$ cat config.mk
export PLATFORM = sky130hd
export DESIGN_NAME = ifetch_unit
export DESIGN_NICKNAME = d
export VERILOG_FILES = /design/src/rtl/ifetch_unit.sv
export SDC_FILE = /design/constraint.sdc
export NUM_CORES = 1
export LEC_CHECK = 0
export CORE_ASPECT_RATIO = 0.9
export CORE_UTILIZATION = 35
export DETAILED_ROUTE_END_ITERATION = 6
export DONT_BUFFER_PORTS = 1
export PLACE_DENSITY_LB_ADDON = 0.15
export SLEW_MARGIN = 5
export SYNTH_ARGS = -nofsm -noshare
export SYNTH_HDL_FRONTEND = slang
export SYNTH_SLANG_ARGS = --single-unit
$ cat constraint.sdc
create_clock -name HCLK -period 10.45 [get_ports HCLK]
set_input_delay 2.09 -clock HCLK [delete_from_list [all_inputs] [get_ports HCLK]]
set_output_delay 2.09 -clock HCLK [all_outputs]
set_load 0.005 [all_outputs]
$ cat src/rtl/ifetch_unit.sv
// Instruction fetch stage: owns the PC, reads the combinational ROM, queues
// fetched words in a small circular FIFO and hands them to decode via valid/ready.
module ifetch_unit #(
  parameter logic [63:0] RESET_PC   = 64'h0,
  parameter logic [63:0] ROM_START  = 64'h0,
  parameter int          ROM_SIZE   = 20*1024,
  parameter int          FIFO_DEPTH = 2
) (
  input  logic        HCLK,
  input  logic        HRESETn,
  output logic [63:0] HADDR,
  output logic [63:0] HWDATA,
  input  logic [63:0] HRDATA,
  input  logic        redirect_valid,
  input  logic [63:0] redirect_pc,
  output logic        inst_valid,
  input  logic        inst_ready,
  output logic [31:0] inst_data,
  output logic [63:0] inst_pc,
  output logic        inst_fault
);

  localparam int PW = (FIFO_DEPTH > 1) ? $clog2(FIFO_DEPTH) : 1;
  localparam int CW = $clog2(FIFO_DEPTH + 1);
  // The last 8 bytes of the ROM are excluded, matching the ROM's own decode.
  localparam logic [63:0] ROM_LIMIT = ROM_START + 64'(ROM_SIZE) - 64'd8;

  typedef enum logic {S_RUN = 1'b0, S_HALT = 1'b1} state_t;

  state_t          r_state;
  state_t          w_state_next;
  logic [63:0]     r_fetch_pc;
  logic [PW-1:0]   r_rd_ptr;
  logic [PW-1:0]   r_wr_ptr;
  logic [CW-1:0]   r_count;

  logic [63:0]     r_mem_pc    [FIFO_DEPTH];
  logic [31:0]     r_mem_instr [FIFO_DEPTH];
  logic            r_mem_fault [FIFO_DEPTH];

  logic            w_valid;
  logic            w_pop;
  logic            w_push;
  logic            w_pc_fault;
  logic            w_unused_hi;

  assign w_valid     = (r_count != '0);
  assign w_pc_fault  = (r_fetch_pc < ROM_START) || (r_fetch_pc >= ROM_LIMIT) ||
                       (r_fetch_pc[1:0] != 2'b00);
  assign w_unused_hi = ^HRDATA[63:32];

  always_ff @(posedge HCLK or negedge HRESETn) begin
    if (!HRESETn) begin
      r_state <= S_RUN;
    end else begin
      r_state <= w_state_next;
    end
  end

  always_comb begin
    w_state_next = r_state;
    if (redirect_valid) begin
      w_state_next = S_RUN;
    end else if (w_push && w_pc_fault) begin
      w_state_next = S_HALT;
    end
  end

  // Redirect masks both push and pop; pushing at full is legal alongside a pop.
  always_comb begin
    w_pop  = w_valid && inst_ready && !redirect_valid;
    w_push = (r_state == S_RUN) && !redirect_valid &&
             ((r_count < CW'(FIFO_DEPTH)) || (w_valid && inst_ready));
  end

  always_ff @(posedge HCLK or negedge HRESETn) begin
    if (!HRESETn) begin
      r_fetch_pc <= RESET_PC;
      r_rd_ptr   <= '0;
      r_wr_ptr   <= '0;
      r_count    <= '0;
    end else if (redirect_valid) begin
      r_fetch_pc <= redirect_pc;
      r_rd_ptr   <= '0;
      r_wr_ptr   <= '0;
      r_count    <= '0;
    end else begin
      if (w_push) begin
        r_wr_ptr <= r_wr_ptr + PW'(1);
        if (!w_pc_fault) begin
          r_fetch_pc <= r_fetch_pc + 64'd4;
        end
      end
      if (w_pop) begin
        r_rd_ptr <= r_rd_ptr + PW'(1);
      end
      case ({w_push, w_pop})
        2'b10:   r_count <= r_count + CW'(1);
        2'b01:   r_count <= r_count - CW'(1);
        default: r_count <= r_count;
      endcase
    end
  end

  // Queue storage needs no reset: every read is qualified by a non-zero count.
  always_ff @(posedge HCLK) begin
    if (w_push) begin
      r_mem_pc[r_wr_ptr]    <= r_fetch_pc;
      r_mem_instr[r_wr_ptr] <= w_pc_fault ? 32'h0 : HRDATA[31:0];
      r_mem_fault[r_wr_ptr] <= w_pc_fault;
    end
  end

  assign HADDR      = r_fetch_pc;
  assign HWDATA     = 64'h0;
  assign inst_valid = w_valid;
  assign inst_pc    = w_valid ? r_mem_pc[r_rd_ptr] : 64'h0;
  assign inst_data  = w_valid ? r_mem_instr[r_rd_ptr] : 32'h0;
  assign inst_fault = w_valid && r_mem_fault[r_rd_ptr];

endmodule

---- Word-level counts from Yosys, hierarchy flattened ----
Memory sizes are Yosys's and may differ from the RTL's.
Cells that the tools add are included.
storage, ports and cells
  word-level logic and storage cells ...... 53
  memories ................................ 3
  bits in writable memories ............... 194
  output and inout port bits .............. 226
  input port bits ......................... 132
  register bits ........................... 69
memories
  name         depth  bits a word  read ports  clocked after Yosys merged registers in  wr ports  RTL line  text
  r_mem_pc     2      64           1           0                                        1         37        logic [63:0] r_mem_pc [FIFO_DEPTH];
  r_mem_instr  2      32           1           0                                        1         38        logic [31:0] r_mem_instr [FIFO_DEPTH];
  r_mem_fault  2      1            1           0                                        1         39        logic r_mem_fault [FIFO_DEPTH];
operators by class
  mux-type cells .......................... 16
  eq/ne operators ......................... 3
  reduce and logical (&&, ||, !) cells .... 17
  order comparisons ....................... 3
  add/sub/neg operators ................... 5
  bitwise logic cells ..................... 1
operators with widths
  kind                                                                 number
  two-way mux 64 bit                                                   4
  adder 64 x 3 -> 64 bit, second input constant                        1
  greater-or-equal comparator 64 x 15 -> 1 bit, second input constant  1
  < comparator 64 x 1 -> 1 bit, second input constant                  1
  two-way mux 32 bit                                                   2
  nonzero test 2 bit                                                   5
  two-way mux 1 bit                                                    8
  logical AND 1 bit                                                    6
  one-hot mux 2 bit (2 select lines)                                   1
  logical OR 1 bit                                                     3
  nonzero test 3 bit                                                   1
  adder 1 bit, second input constant                                   2
  adder 2 x 1 -> 2 bit, second input constant                          1
  equality test 2 x 1 -> 1 bit, second input constant                  1
  equality test 2 bit, second input constant                           1
  < comparator 2 bit, second input constant                            1
  two-way mux 2 bit                                                    1
  inequality test 2 bit, second input constant                         1
  AND reduction 2 bit                                                  1
  subtractor 2 x 1 -> 2 bit, second input constant                     1
  zero test 1 bit                                                      1
  NOT 1 bit                                                            1

---- Logic depth before layout (Yosys ltp) ----
  depth after elaboration ................. 7
  mapped depth ............................ 10

---- Least setup slack after synthesis ----
Ideal clock, no wire load.
  path kind ............................... in2reg
  from .................................... in redirect_valid
  to ...................................... mem r_mem_fault[0] (enable)
  setup time .............................. 0.791 ns
  arrival ................................. 11.929 ns
  stages on the path ...................... 4
  path slack .............................. -2.270 ns
  required time ........................... 9.659 ns
  path buffers ............................ 3
  cells stage by stage .................... clkbuf_1 > clkbuf_1 > clkbuf_1 > nor4_1
on the way
  cells in the longest elaborated chain, start to end .. 5
RTL lines
  element                                  RTL line  text
  from (decl)                              14        input logic redirect_valid,
  zero test 1 bit                          72        w_push = (r_state == S_RUN) && !redirect_valid &&
  logical AND 1 bit (2 in series)          72
  two-way mux 1 bit                        107       if (w_push) begin
  two-way mux 1 bit (implied by the code)  110       r_mem_fault[r_wr_ptr] <= w_pc_fault;
  to (decl)                                39
Every way passes these cells.

---- Final worst setup path ----
  from .................................... reg r_rd_ptr
  to ...................................... out inst_pc[62]
on the way
  cells in the longest elaborated chain, start to end .. 2
RTL lines
  element                   RTL line  text
  from (decl)               33        logic [PW-1:0] r_rd_ptr;
  from (signal assigned)    95        r_rd_ptr <= r_rd_ptr + PW'(1);
  memory read (2 x 64 bit)  --
  two-way mux 64 bit        117       assign inst_pc = w_valid ? r_mem_pc[r_rd_ptr] : 64'h0;
  to (decl)                 19        output logic [63:0] inst_pc,
Every way passes these cells.

==> flow_summary_export.csv <==
group,metric,value,unit
critical_path,r2r_end,"HADDR[10]",
logic_synthesis,synth_xor_area_frac,0.00397,
logic_synthesis,synth-edff-count,194,
power_and_ir_drop,intPower,1880,uW
placed_design,place_congestion,0.774,
grt,overflow,0,
outcome,status,"completed",
hold_path,hold_path_class,"flop to flop",
drt,num_vias,5758,
timing,fin_setup_tns,0,ns
final_layout,finalNetCount,897,
critical_path,path_max_fanout,50,
grt,grt_max_degree,70,
critical_path,end_kind,"output pin",
logic_synthesis,syn_area,11000,um^2
timing,setup_viol_count_final,0,
logic_synthesis,ys_ff_latch,263,
logic_synthesis,ys.flop_type,"edfxtp_1",
clock_tree,cts-root-buf,"clkbuf_16",
power_and_ir_drop,comb_power_share,0.070,
grt,grtUsageTotal,0.147,
power_and_ir_drop,leakagePower,0.00433,uW
logic_synthesis,ys_types,43,
drt,wl_per_cell,20.6,um
grt,grt_pass1_wl,36400,um
logic_synthesis,synth_cells,764,
drt,drtIter0Drc,223,
critical_path,critPathSlowestCell,"dfrtp_4",
timing,period_share,0.481,
timing,hold_viol,0,
critical_path,arrival,2.94,ns
clock_tree,clock-sinks,263,
die,core_area,31000,um^2
grt,antenna_found_initial,1,
die,die_h,171,um
placed_design,port_buffers,0,
critical_path,max_stage_delay,1.05,ns
timing,finalWorstSetupSlack,5.42,ns
timing,rsz0062_at_grt,"false",
drt,ant_nets,0,
placed_design,place_area,11200,um^2
critical_path,rr_worst_depth,6,
critical_path,cp-start-kind,"flop",
logic_synthesis,avgSynthCellArea,14.5,um^2
timing,slew_viol_final,0,
final_layout,stdcell_count,1196,
timing,min_period,5.03,ns
critical_path,r2r_start,"HADDR[55]",
critical_path,crit_cells,3,
logic_synthesis,yosys.area_share.adder,0.00227,
final_layout,areaGrowthSynthToFinish,10.5,%
timing,maxSlewHeadroom,0.290,
drt,drc_errors,0,
critical_path,crit_start,"r_rd_ptr",
power_and_ir_drop,switching_share,0.234,
critical_path,crit_path_end,"inst_pc[62]",
job,max_cap_viol_count,0,
die,placementRows,61,
die,start_util,0.356,
critical_path,crit_path_cell_trace,"buf_4 -> mux2i_1 -> nor2_1",
logic_synthesis,ys_seq_area_frac,0.684,
logic_synthesis,synth_compound_area_frac,0.0193,
critical_path,r2r_slack,7.79,ns
grt,grt_pass1_vias,5962,
drt,wl,24600,um
clock_tree,cts_resized,0,
logic_synthesis,synth_simple_gate_area_share,0.0893,
clock_tree,cts_tree,"done",
power_and_ir_drop,seqPwrFrac,0.513,
clock_tree,post-cts-setup-buffers,0,
final_layout,finalInstanceArea,12200,um^2
drt,viasPerCell,4.81,
critical_path,critPathRequiredTime,8.36,ns
placed_design,place_inst,1141,
logic_synthesis,synth_top_family_by_area,"multiplexers",
clock_tree,cts-buffers-inserted,29,
logic_synthesis,yosysWarningCount,0,
clock_tree,cts_buffer_depth,3,
die,dieWidth,189,um
clock_tree,postCtsHoldBufs,0,
clock_tree,clkLatencyLatePin,0.55,ns
power_and_ir_drop,clock_power_share,0.417,
timing,skew,0.0236,ns
die,io_pins,358,
critical_path,critical_path_class,"flop to output pin",
final_layout,drive_above_1_share,0.144,
drt,dr.pass1.iters,4,
power_and_ir_drop,p_total,2460,uW
timing,worst_slew_pin_slew,1.06,ns
placed_design,pre_cts_slack,5.94,ns
critical_path,path_buf_inv,1,
power_and_ir_drop,p_sw,574,uW
timing,max_freq,0.199,GHz
clock_tree,htree_levels,1,
critical_path,cp_top_family,"flip-flops",
logic_synthesis,synthMuxAreaShare,0.141,
clock_tree,path_clk_slew,0.06,ns
placed_design,hpwl,15800,um
power_and_ir_drop,max-vdd-ir-drop,0.143,mV
logic_synthesis,synthArstFlopShare,0.262,
power_and_ir_drop,powerDensity,201,nW/um^2
die,dieArea,32300,um^2
## per-layer routing
layer	part of all wire	up-vias	wire (um)	track usage
met5	0	-	0	0
met4	0.016	0	394	0.0319
met3	0.10	28	2460	0.0572
met2	0.46	230	11300	0.235
met1	0.43	2864	10500	0.189
li1	-	2636	-	-
## worst register-to-register path: stages (launching register included)
cell	delay, ns
dfrtp_1	0.44
nor4_1	0.46
nand3_1	0.32
nor4_1	0.46
nand3_1	0.33
or3_1	0.43
a31oi_1	0.17
## layout by cell type, fill, tap and decap left out, types with 7 or more instances in the layout
master       n
a31oi_1      7
nand2_1     12
nor4_1      10
o21ai_0      7
nor2_1     119
dfrtp_1     68
mux2i_1     97
conb_1      64
and2_1      30
clkbuf_16   30
mux2_2      52
edfxtp_1   194
clkbuf_1     8
nand3_1      9
## worst min-delay path by stage
stage	from	endpoint	slack [ns]	depth (start not counted)
final	HADDR[29]	r_mem_pc[0][29]	0.55	0
after global routing	HADDR[49]	r_mem_pc[0][49]	0.58	0
after CTS	HADDR[29]	r_mem_pc[0][29]	0.56	0
after detailed placement	HADDR[29]	r_mem_pc[0][29]	0.54	0
after global placement	HADDR[29]	r_mem_pc[1][29]	0.54	0
after floorplan	r_count[0]	r_count[0]	0.48	1
## state kept, by name, summed over array words and instances, names as in the netlist
name         count
r_rd_ptr         1
r_wr_ptr         1
r_count          2
r_mem_pc       128
r_state          1
HADDR           64
r_mem_instr     64
r_mem_fault      2
## layout make-up
type / count / area, um^2
tap: 409 / 512
clock inverter: 13 / 153
inverter: 6 / 25.0
multi-input combinational: 457 / 3090
fill: 2933 / 18800
clock buffer: 41 / 822
antenna: 1 / 2.50
timing repair buffer: 6 / 45.0
sequential: 263 / 7560
## power by group through the flow
stage | Sequential (uW) | Clock (uW) | Combinational [uW]
2_1_floorplan | 1250 | 0 | 165
3_3_place_gp | 1280 | 0 | 175
3_5_place_dp | 1280 | 0 | 177
4_1_cts | 1260 | 1060 | 178
5_1_grt | 1270 | 1090 | 191
6_report | 1260 | 1020 | 172
## metrics by stage
step,utilization,hold slack [ns]
floorplan,-,0.482
global placement,0.362,0.537
detailed placement,0.362,0.540
CTS,0.394,0.556
global route,0.394,0.575
finish,0.394,0.549
## synth_stat cells, types with 4 or more instances
cell      instances  share of area
or3_1             5         0.0028
inv_1             5         0.0017
and2_1           30          0.017
clkbuf_1         22         0.0075
a31oi_1           7         0.0040
nor4_1           11         0.0062
buf_4            64          0.044
nand3_1           9         0.0041
nor2_1          120          0.041
xnor2_1           4         0.0032
edfxtp_1        194           0.53
mux2i_1          97          0.088
nand4_1           5         0.0028
o21ai_0           7         0.0032
buf_1            11         0.0037
nand2_1          12         0.0041
mux2_2           52          0.053
dfrtp_1          69           0.16
## logic make-up after synthesis
logic type                 after synthesis
AOI/OAI and AO/OA                       29
xor gates and xnor gates                 5
adders and majority gates                2
buffers and inverters                  107
DFF                                    263
muxes                                  149
other                                    1
and+or+nand+nor                        208
Power figures use the tool's default switching activity.
